**config.mk**
```make
export PLATFORM = sky130hd
export DESIGN_NAME = commit_ctrl
export DESIGN_NICKNAME = d
export VERILOG_FILES = /design/src/rtl/commit_ctrl.sv
export SDC_FILE = /design/constraint.sdc
export NUM_CORES = 1
export LEC_CHECK = 0
export ABC_AREA = 1
export BUFFER_PORTS_ARGS = -buffer_cell sky130_fd_sc_hd__clkbuf_2
export CAP_MARGIN = 5
export CORE_MARGIN = 1
export CORE_UTILIZATION = 46
export DETAILED_ROUTE_END_ITERATION = 16
export HOLD_SLACK_MARGIN = 0.06
export PLACE_DENSITY = 0.8
export SYNTH_ARGS = -nofsm -noshare
export SYNTH_HDL_FRONTEND = slang
export SYNTH_SLANG_ARGS = --single-unit
```
**constraint.sdc**
```tcl
create_clock -name clk_in -period 1.65 [get_ports clk_in]
set_input_delay 0.33 -clock clk_in [delete_from_list [all_inputs] [get_ports clk_in]]
set_output_delay 0.33 -clock clk_in [all_outputs]
set_load 0.01 [all_outputs]
```
**src/rtl/commit_ctrl.sv**
```systemverilog
`default_nettype none
// ============================================================================
// commit_ctrl : in-order ROB retirement sequencer (commit, store handshake, flush)
// Revision    : 1.0 - initial release
// ============================================================================
module commit_ctrl #(
    parameter int FLUSH_CYCLES = 2,
    parameter int CNT_WIDTH    = 32
) (
    input  logic                 clk_in,
    input  logic                 rst_in,
    input  logic                 rdy_in,
    input  logic                 head_valid,
    input  logic                 head_ready,
    input  logic [3:0]           head_rob_index,
    input  logic [4:0]           head_rd,
    input  logic [31:0]          head_val,
    input  logic                 head_is_store,
    input  logic                 head_mispredict,
    input  logic [31:0]          head_target,
    output logic                 head_pop,
    output logic                 reg_commit,
    output logic [3:0]           reg_rob_index,
    output logic [4:0]           reg_index,
    output logic [31:0]          reg_val,
    output logic                 store_go,
    input  logic                 store_done,
    output logic                 clr_out,
    output logic                 redirect_valid,
    output logic [31:0]          redirect_pc,
    output logic [CNT_WIDTH-1:0] commit_cnt
);

    typedef enum logic [1:0] {
        IDLE       = 2'd0,
        STORE_WAIT = 2'd1,
        FLUSH      = 2'd2
    } state_t;

    state_t     state;
    state_t     next_state;
    logic [3:0] flush_cnt;
    logic       active;
    logic       start_flush;

    // Strobes are also gated by reset so nothing leaks out while rst_in is low.
    assign active = rdy_in && rst_in;

    always_comb begin
        next_state    = state;
        head_pop      = 1'b0;
        reg_commit    = 1'b0;
        reg_rob_index = '0;
        reg_index     = '0;
        reg_val       = '0;
        store_go      = 1'b0;
        start_flush   = 1'b0;
        if (active) begin
            case (state)
                IDLE: begin
                    if (head_valid && head_ready) begin
                        if (head_is_store) begin
                            store_go   = 1'b1;
                            next_state = STORE_WAIT;
                        end else begin
                            reg_commit    = 1'b1;
                            head_pop      = 1'b1;
                            reg_rob_index = head_rob_index;
                            reg_index     = head_rd;
                            reg_val       = head_val;
                            if (head_mispredict) begin
                                start_flush = 1'b1;
                                next_state  = FLUSH;
                            end
                        end
                    end
                end
                STORE_WAIT: begin
                    if (store_done) begin
                        head_pop   = 1'b1;
                        next_state = IDLE;
                    end
                end
                FLUSH: begin
                    if (flush_cnt == 4'd1) begin
                        next_state = IDLE;
                    end
                end
                default: next_state = IDLE;
            endcase
        end
    end

    // Clear is issued the edge after the link commit so the regfile never drops it.
    always_ff @(posedge clk_in or negedge rst_in) begin
        if (!rst_in) begin
            state          <= IDLE;
            flush_cnt      <= 4'd0;
            clr_out        <= 1'b0;
            redirect_valid <= 1'b0;
            redirect_pc    <= 32'd0;
            commit_cnt     <= '0;
        end else if (rdy_in) begin
            state          <= next_state;
            clr_out        <= start_flush;
            redirect_valid <= start_flush;
            if (start_flush) begin
                redirect_pc <= head_target;
                flush_cnt   <= 4'(FLUSH_CYCLES);
            end else if (state == FLUSH) begin
                flush_cnt <= flush_cnt - 4'd1;
            end
            if (head_pop) begin
                commit_cnt <= commit_cnt + CNT_WIDTH'(1);
            end
        end
    end

endmodule
`default_nettype wire

```
==> results.md, run 1 <==
* Max clock buf depth at 2
* Yosys cell types at 28
* CP max stage delay at just over 400 ps
* Routability congestion estimate at 0.880
* Crit-path cells: nor2_4 -> nand3_4 -> nor2_4 -> buf_12 -> inv_12 -> nor2_2 -> buf_2
* Number of global-route vias before repair at 3847
* Setup CP Type: reg -> out
* Die Wd at ~94 microns
* H-tree depth at 3
* Crit path top cell by count: nor2_4
* Number of flops mapped to enable cells by yosys at 0
* Pwr/cell area at 869 mW/mm^2
* Worst min path class: in -> reg
* Status: complete, but fails checks
* Later-pin clock latency in the skew report at 350 ps
* Unrepaired setup endpoints after global routing: true
* Core box area at 0.00818 sq mm
* Reg2Reg Depth at 9
* Cell taking the most area after synthesis: dfrtp_1
* Worst setup SP type: flip-flop
* Max Fclk at 528 MHz
* Combinational share of power at 0.254
* Slew @ Worst Pin at 907 ps
* Seq/Total Area, Yosys at 0.460
* Post-layout worst setup margin at -243 ps
* Synth Cell Area at 0.00386 sq mm
* Syn_area_per_cell at around 7.3 sq um
* Hold slack at 198 ps
* Worst reg2reg path startpoint: state[1]
* Fin. max-slew vios at 0
* Crit path DAT at about 1600 ps
* Max_slew headroom at 0.396
* Post-synth top cells: nand2_1 (165), nor2_1 (77), inv_1 (73)
* CP Depth at 7
* Top-area cell type share of the netlist area at 0.460
* Crit-path max FO at 21
* Final period util at 1.15
* Die area at ~0.0088 sq mm
* Num ports at 191
* Routed len/inst at 13.3 microns
* Dominant cells by area after synthesis: dfrtp_1 (46%), nand2_1 (16%), nor2_1 (7.5%)
* Die height at between 90 and 100 microns
* Minimum clock period at 1890 ps
* Layout cells sized above 1 at 0.368
* Vias per Instance at 4.87
* Final Skew at 9.17 ps
* Post-synthesis register bit count at 71
* Final setup vio count at 44
* Most common flop cell mapped by yosys: dfrtp_1
* Syn. warnings at 0
* Switching Power at 0.00153 W
* First-pass GRT wire length at 17300 microns
* Max_cap viols at 0
* Switch share at 0.322
* R2r setup slk at ~60 ps
* Slowest CP cell: dfrtp_1
* Nets at 821
* Initial antenna violation count at 1
* Pre-CTS setup slack at -100 ps
* Placed Area at 0.00498 sq mm
* CTS tree: done
* Syn Nets at about 610
* GR Util All Layers at 0.256
* Clock-pin transition on the worst setup and hold timing paths at 80 ps
* P&R area growth vs syn at 41.1%
* CP Data Required Time at 1320 ps
* Global route overflow at 0
* Final Hold Viols at 0
* Largest net degree at the start of global routing at 72
* Final HPWL DP at between 8000 and 9000 microns
* Total CTS buffers at 9
* Maximum VDD drop at 0.583 mV
* Top delay family on crit path: simple AND/OR/NAND/NOR gates
* Worst Setup End Kind: output port
* Clock network power share at 0.298
* Lkg Pwr at 3.26 nW
* Final core occ at 0.667
* Failing checks: setup timing
* Hold buffers post-CTS at 0
* CTS root buffer: clkbuf_8
* Clk sinks at 71
* Iter 0 DRT Violations at 172
* Ys async rst share at 1.00
* Internal at 0.00321 W
* Input/output buffers at between 150 and 200
* Post-synthesis instance total at 528
* Drt pass-1 iters at 8
* Design area at 0.00545 sq mm
* Final wirelength at 11300 microns
* Vias at 4127
* Starting Density at 0.473
* Crit path buffers/inverters at 3
* Final routed DRC violation total at 0
* Count leader, synth: nand2_1
* Worst setup path end: reg_val[6]
* Post-route ant nets at 0
* Cell row count at 33
* Critical path startpoint: state[1]
* Seq pwr share at 0.449
* RR Endpoint: commit_cnt[20]
-- per-layer routing --
layer  vias to the layer above  part of all wire  track usage  routed length [microns]
li1                       2030                 -            -                        -
met1                      1918              0.40        0.290                     4480
met2                       150              0.51        0.464                     5810
met3                        29             0.054       0.0429                      606
met4                         0             0.036        0.128                      407
met5                         -                 0            0                        0
-- power by group through the flow --
stage	Sequential [W]	Combinational (W)	Clock, W
final	0.00213	0.00120	0.00141
after global routing	0.00215	0.00134	0.00150
after CTS	0.00213	0.00113	0.00143
after detailed placement	0.00216	0.00110	0
after global placement	0.00215	0.00106	0
after floorplan	0.00223	0.000501	0
-- stage by stage --
stage	TNS, ps	power [W]	cells
2_1_floorplan	0	0.00273	528
3_3_place_gp	-1420	0.00321	821
3_5_place_dp	-3280	0.00326	821
4_1_cts	-11350	0.00469	842
5_1_grt	-12610	0.00499	848
6_report	-9300	0.00473	848
-- worst min-delay path by stage --
stage,startpoint,endpoint,slack (ps),cells past startpoint
after global routing,head_target[25],redirect_pc[25],190,3
after CTS,head_target[19],redirect_pc[19],190,3
final,head_target[19],redirect_pc[19],200,3
after detailed placement,redirect_pc[16],redirect_pc[16],470,2
after global placement,redirect_pc[19],redirect_pc[19],460,2
after floorplan,rst_in,commit_cnt[0],30,0
-- worst min-delay path, cell delays in order --
cell and delay (ps):
clkbuf_2 80, nand3_1 60, nand2_1 40
-- layout by cell type (no fill, tap or decap), types with 2 or more instances in the layout --
master,n
nand2_1,165
clkbuf_2,147
inv_1,72
dfrtp_1,71
nand3_1,55
nor2_1,53
buf_2,39
nor2_2,24
buf_4,20
xor2_1,11
nand3b_1,10
nand4_1,9
clkbuf_8,9
nor2_4,6
o21ai_0,5
xnor2_1,5
buf_6,5
buf_12,4
nor3_1,3
a21oi_1,3
ha_1,3
nand2_2,2
nand3_4,2
inv_2,2
clkinvlp_4,2
clkinv_2,2
-- what timing repair did --
item / in CTS / in global routing
gates cloned: 2 / 0
setup buffers: 3 / 6
resized for setup: 23 / 66
setup endpoints to repair: 47 / 61
pin swaps: 3 / 4
-- cell families (layout without fill, tap and decap cells) --
group | Yosys count | count (layout) | share of synthesized area
simple gates | 333 | 333 | 0.373
buf+inv | 94 | 308 | 0.103
flops | 71 | 71 | 0.460
xor+xnor | 16 | 16 | 0.0363
compound gates | 11 | 11 | 0.0185
fa+ha+maj | 3 | 3 | 0.00972
other cells | 0 | 1 | 0
-- registers in the layout, indices dropped and copies added (netlist names) --
register and cells:
commit_cnt 32, redirect_pc 32, flush_cnt 4, state 2, redirect_valid 1
-- area by class of cell --
class                   instances  area, sq um
clock inverters                 7         72.6
diodes                          1         2.50
repair inverters                1         11.3
inverters                      75          294
clock buffers                   9          124
repair buffers                216         1250
fillers                       708         2730
flip-flops and latches         71         1780
well taps                     105          131
multi-input cells             363         1790
Note: power is estimated with default switching activity, not from simulation.
==> inputs of run 2 (changes only) <==
Settings changed: CORE_UTILIZATION 46 to 45, PLACE_DENSITY 0.8 to 0.79, SKIP_LAST_GASP set to 1.
Clock period 1.65 ns to 2.1 ns, I/O delays scaled along.
==> results.md, run 2 (synthesized netlist as in run 1, its figures left out) <==
* Status: completed (was complete, but fails checks)
* Final Hold Viols at 0 (unchanged)
* Hold path depth at 3 (unchanged)
* Fin. max-slew vios at 0 (unchanged)
* Max_slew headroom at 0.392 (was 0.396)
* Die height at 94.7 microns (was 93.7 microns)
* Number of global-route vias before repair at 3598 (was 3847)
* Starting Density at 0.468 (was 0.473)
* CTS root buffer: clkbuf_8 (unchanged)
* Nets at 807 (was 821)
* Num ports at 191 (unchanged)
* H-tree depth at 3 (unchanged)
* Origin of the worst min-delay path: head_target[7] (was head_target[19])
* Cell row count at 33 (unchanged)
* Setup Total Neg Slack at 0 ps (was -9300 ps)
* Crit path DAT at 1610 ps (was 1560 ps)
* Iter 0 DRT Violations at 251 (was 172)
* Slew @ Worst Pin at 913 ps (was 907 ps)
* CTS tree: done (unchanged)
* First-pass GRT wire length at 16200 microns (was 17300 microns)
* Post-route ant nets at 0 (unchanged)
* Worst setup SP type: flip-flop (unchanged)
* Lkg Pwr at 3.17 nW (was 3.26 nW)
* Initial antenna violation count at 0 (was 1)
* Setup CP Type: reg -> out (unchanged)
* Reg2Reg Depth at 8 (was 9)
* R2r setup slk at 250 ps (was 60 ps)
* WHS Endpoint: redirect_pc[7] (was redirect_pc[19])
* Final Skew at 11.5 ps (was 9.17 ps)
* CP Data Required Time at 1680 ps (was 1320 ps)
* Clk sinks at 71 (unchanged)
* Routed len/inst at 12.8 microns (was 13.3 microns)
* Die area at 0.00896 sq mm (was 0.00877 sq mm)
* RR Endpoint: commit_cnt[22] (was commit_cnt[20])
* Vias per Instance at 4.84 (was 4.87)
* Worst Setup End Kind: output port (unchanged)
* Final wirelength at 10700 microns (was 11300 microns)
* Max clock buf depth at 2 (unchanged)
* Drt pass-1 iters at 5 (was 8)
* Final setup vio count at 0 (was 44)
* Final period util at 0.968
* Hold buffers post-CTS at 0 (unchanged)
* Final HPWL DP at 7790 microns (was 8220 microns)
* Clock-pin transition on the worst setup and hold timing paths at 80 ps (about the same)
* N_diodes at 0 (was 1)
* Max Fclk at 492 MHz
* Critical path startpoint: state[1] (unchanged)
* Routability congestion estimate at 0.884 (was 0.880)
* Pwr/cell area at 717 mW/mm^2 (was 869 mW/mm^2)
* Later-pin clock latency in the skew report at 340 ps (was 350 ps)
* Maximum VDD drop at 0.458 mV (was 0.583 mV)
* Commonest non-fill, non-tap cell in the layout: clkbuf_2 (was nand2_1)
* Core box area at 0.00826 sq mm (was 0.00818 sq mm)
* Layout cells sized above 1 at 0.342 (was 0.368)
* Max_cap viols at 0 (unchanged)
* Total power at 0.00378 W (was 0.00473 W)
* P&R area growth vs syn at 36.4% (was 41.1%)
* Worst reg2reg path startpoint: commit_cnt[0] (was state[1])
* Minimum clock period at 2030 ps
* Largest regs: commit_cnt: 32 flops, redirect_pc: 32 flops, flush_cnt: 4 flops (unchanged)
* Die Wd at 94.7 microns (was 93.7 microns)
* Input/output buffers at 190 (unchanged)
* Worst min path class: in -> reg (unchanged)
* Vias at 4032 (was 4127)
* Final routed DRC violation total at 0 (unchanged)
* Crit-path max FO at 20 (was 21)
* Total CTS buffers at 9 (unchanged)
* Largest net degree at the start of global routing at 72 (unchanged)
* Most frequent cells in the layout: clkbuf_2 (172), nand2_1 (165), inv_1 (73) (was nand2_1 (165), clkbuf_2 (147), inv_1 (72))
* GR Util All Layers at 0.232 (was 0.256)
* Global route overflow at 0 (unchanged)
* Unrepaired setup endpoints after global routing: true (unchanged)
[run 2: where the power goes]
| part | switching [W] | total (W) | internal (W) |
|---|---|---|---|
| clock network | 0.000523 | 0.00126 | 0.000740 |
| registers | 0.000116 | 0.00167 | 0.00156 |
| logic | 0.000494 | 0.000847 | 0.000353 |
[run 2: area by class of cell]
cell class / count / area [sq um]
Inverter: 75 / 294
Tap cell: 105 / 131
Clock inverter: 4 / 76.3
Multi-Input combinational cell: 363 / 1740
Timing Repair Buffer: 202 / 1090
Sequential cell: 71 / 1780
Fill cell: 737 / 2990
Clock buffer: 12 / 155
Timing Repair inverter: 1 / 11.3
[run 2: how the worst max path moves through the flow]
stage	endpoint	slack [ps]	cells past startpoint
6_report	reg_val[28]	70	7
5_1_grt	reg_commit	-10	6
4_1_cts	reg_commit	-7	5
3_5_place_dp	reg_index[4]	80	8
3_3_place_gp	reg_index[4]	150	8
2_1_floorplan	reg_index[0]	410	6
[run 2: worst max-delay path, cell delays in order (launching register included)]
cell and delay [ps]:
dfrtp_1 410, nor2_4 150, nand3_4 110, nor2_4 160, buf_6 150, inv_8 60, nor2_1 100, buf_2 150
[run 2: stage by stage]
| stage | std cells | utilization | hold WS, ps | worst slack [ps] | cell area, sq um |
|---|---|---|---|---|---|
| 6_report | 833 | 0.638 | 303 | 67.6 | 5270 |
| 5_1_grt | 833 | 0.638 | 286 | -14.3 | 5270 |
| 4_1_cts | 826 | 0.620 | 294 | -6.57 | 5120 |
| 3_5_place_dp | 809 | 0.590 | 466 | 82.6 | 4870 |
| 3_3_place_gp | 809 | 0.590 | 463 | 151 | 4870 |
| 2_1_floorplan | 528 | - | 124 | 407 | 3860 |
[run 2: repair_timing]
| item | CTS | global route |
|---|---|---|
| pin swaps | 1 | 3 |
| setup buffers | 1 | 5 |
| resized for setup | 3 | 43 |
| cloned | 0 | 2 |
| endpoints found under the setup margin | 42 | 42 |
[run 2: routing by layer]
metal,up-vias,GRT usage,share of wire
li1,2006,-,-
met1,1851,0.270,0.41
met2,154,0.420,0.51
met3,21,0.0427,0.059
met4,0,0.0896,0.021
met5,-,0,0
==> inputs of run 3 (changes only) <==
Settings changed: CORE_UTILIZATION 45 to 46, PLACE_DENSITY 0.79 to 0.8.
==> results.md, run 3 (synthesized netlist as in run 1, its figures left out) <==
* Status: completed (unchanged)
* Crit-path max FO at 10 (was 20)
* Worst min path class: in -> reg (unchanged)
* First-pass GRT wire length at 16600 microns (was 16200 microns)
* Fin. max-slew vios at 0 (unchanged)
* Grt met2 use at 0.426 (was 0.420)
* Most frequent cells in the layout: nand2_1 (165), clkbuf_2 (148), inv_1 (73) (was clkbuf_2 (172), nand2_1 (165), inv_1 (73))
* Global routing usage on met3 at 0.0324 (was 0.0427)
* Origin of the worst min-delay path: head_target[20] (was head_target[7])
* Routed len/inst at 13.1 microns (was 12.8 microns)
* CTS tree: done (unchanged)
* Die height at 93.7 microns (was 94.7 microns)
* Input/output buffers at 190 (unchanged)
* Drt pass-1 iters at 4 (was 5)
* Most used routing layer: met2 (unchanged)
* Max_cap viols at 0 (unchanged)
* Later-pin clock latency in the skew report at 340 ps (about the same)
* Met1 Use GR at 0.289 (was 0.270)
* Cell row count at 33 (unchanged)
* GR Util All Layers at 0.244 (was 0.232)
* CP Data Required Time at 1680 ps (about the same)
* Minimum clock period at 2090 ps (was 2030 ps)
* N_diodes at 0 (unchanged)
* RR Endpoint: commit_cnt[22] (unchanged)
* Global route overflow at 0 (unchanged)
* R2r setup slk at 300 ps (was 250 ps)
* Commonest non-fill, non-tap cell in the layout: nand2_1 (was clkbuf_2)
* Vias at 4082 (was 4032)
* Maximum VDD drop at 0.386 mV (was 0.458 mV)
* Clk sinks at 71 (unchanged)
* Number of global-route vias before repair at 3740 (was 3598)
* Num ports at 191 (unchanged)
* Setup CP Type: reg -> out (unchanged)
* Post-layout worst setup margin at 10.6 ps (was 67.6 ps)
* Largest net degree at the start of global routing at 72 (unchanged)
* Reg2Reg Depth at 8 (unchanged)
* Hold buffers post-CTS at 0 (unchanged)
* Slew @ Worst Pin at 900 ps (was 913 ps)
* Crit-path cells: nor2_4 -> nand3_4 -> nor2_4 -> buf_6 -> inv_6 -> nor2_1 -> buf_2 (was nor2_4 -> nand3_4 -> nor2_4 -> buf_6 -> inv_8 -> nor2_1 -> buf_2)
* Max clock buf depth at 2 (unchanged)
* Final period util at 0.995 (was 0.968)
* Hold path depth at 3 (unchanged)
* Pre-CTS setup slack at 127 ps (was 82.6 ps)
* Post-route insts no fill at 832 (was 833)
* CTS root buffer: clkbuf_8 (unchanged)
* Vias per Instance at 4.91 (was 4.84)
* Hold slack at 301 ps (was 303 ps)
* Iter 0 DRT Violations at 255 (was 251)
* Worst Setup End Kind: output port (unchanged)
* Nets at 807 (unchanged)
* Crit path DAT at 1670 ps (was 1610 ps)
* Setup Total Neg Slack at 0 ps (unchanged)
* Max_slew headroom at 0.400 (was 0.392)
* Unrepaired setup endpoints after global routing: true (unchanged)
* Largest regs: commit_cnt: 32 flops, redirect_pc: 32 flops, flush_cnt: 4 flops (unchanged)
* Layout cells sized above 1 at 0.348 (was 0.342)
* Final setup vio count at 0 (unchanged)
* Final HPWL DP at 8060 microns (was 7790 microns)
* Initial antenna violation count at 0 (unchanged)
* Lkg Pwr at 3.16 nW (was 3.17 nW)
* Final routed DRC violation total at 0 (unchanged)
* Final core occ at 0.646 (was 0.638)
* Max Fclk at 479 MHz (was 492 MHz)
* Post-route ant nets at 0 (unchanged)
* Clock-pin transition on the worst setup and hold timing paths at 80 ps (about the same)
* Final Skew at 12.1 ps (was 11.5 ps)
* Die Wd at 93.7 microns (was 94.7 microns)
* Die area at 0.00877 sq mm (was 0.00896 sq mm)
* Worst reg2reg path startpoint: commit_cnt[0] (unchanged)
* Final wirelength at 10900 microns (was 10700 microns)
* H-tree depth at 3 (unchanged)
* Pwr/cell area at 676 mW/mm^2 (was 717 mW/mm^2)
* Dpl cells at 810 (was 809)
* WHS Endpoint: redirect_pc[20] (was redirect_pc[7])
* Final Hold Viols at 0 (unchanged)
* Routability congestion estimate at 0.883 (was 0.884)
* Total CTS buffers at 9 (unchanged)
* Worst setup SP type: flip-flop (unchanged)
* CP max stage delay at 450 ps (was 410 ps)
* Starting Density at 0.473 (was 0.468)
* Crit path top cell by count: nor2_4 (unchanged)
* Core box area at 0.00818 sq mm (was 0.00826 sq mm)
* P&R area growth vs syn at 36.7% (was 36.4%)
* Slowest CP cell: dfrtp_2 (was dfrtp_1)
## run 3: per-layer routing
| layer | up-vias | part of all wire |
|---|---|---|
| li1 | 2001 | - |
| met1 | 1895 | 0.39 |
| met2 | 156 | 0.52 |
| met3 | 30 | 0.051 |
| met4 | 0 | 0.035 |
| met5 | - | 0 |
## run 3: timing repair
item | 4_1_cts | 5_1_grt
setup endpoints to repair | 42 | 42
pin swaps | 1 | 3
setup buffers | 1 | 3
gates resized for setup | 2 | 84
cloned | 0 | 3
## run 3: final cells by class
| class | count | area [sq um] |
|---|---|---|
| multi-input combinational | 363 | 1780 |
| fill | 708 | 2900 |
| clock inverter | 6 | 62.6 |
| tap | 105 | 131 |
| clock buffer | 9 | 124 |
| timing repair buffer | 200 | 1080 |
| timing repair inverter | 3 | 28.8 |
| sequential | 71 | 1780 |
| inverter | 75 | 294 |
## run 3: power breakdown
part	leakage (nW)	internal (W)	switching [W]
Sequential	0.958	0.00156	0.000121
Clock	0.0871	0.000538	0.000519
Combinational	2.11	0.000351	0.000484
Total	3.16	0.00244	0.00112
## run 3: worst max path at each step
stage	slack [ps]	end	cells past startpoint	start
floorplan	410	reg_index[0]	6	state[0]
global placement	190	reg_index[4]	8	head_valid
detailed placement	130	reg_val[5]	8	head_valid
CTS	9	reg_val[5]	6	state[0]
global route	-90	reg_rob_index[0]	7	state[0]
finish	10	reg_rob_index[0]	7	state[0]
## run 3: critical path, delay by kind of cell (launching register included)
kind	cells	cell delay, ps
flops	1	450
buf+inv	3	370
simple gates	4	520
## run 3: per-stage QoR
step | total power (W) | instance area [sq um]
after floorplan | 0.00215 | 3860
after global placement | 0.00246 | 4880
after detailed placement | 0.00251 | 4880
after CTS | 0.00357 | 5080
after global routing | 0.00378 | 5280
final | 0.00357 | 5280
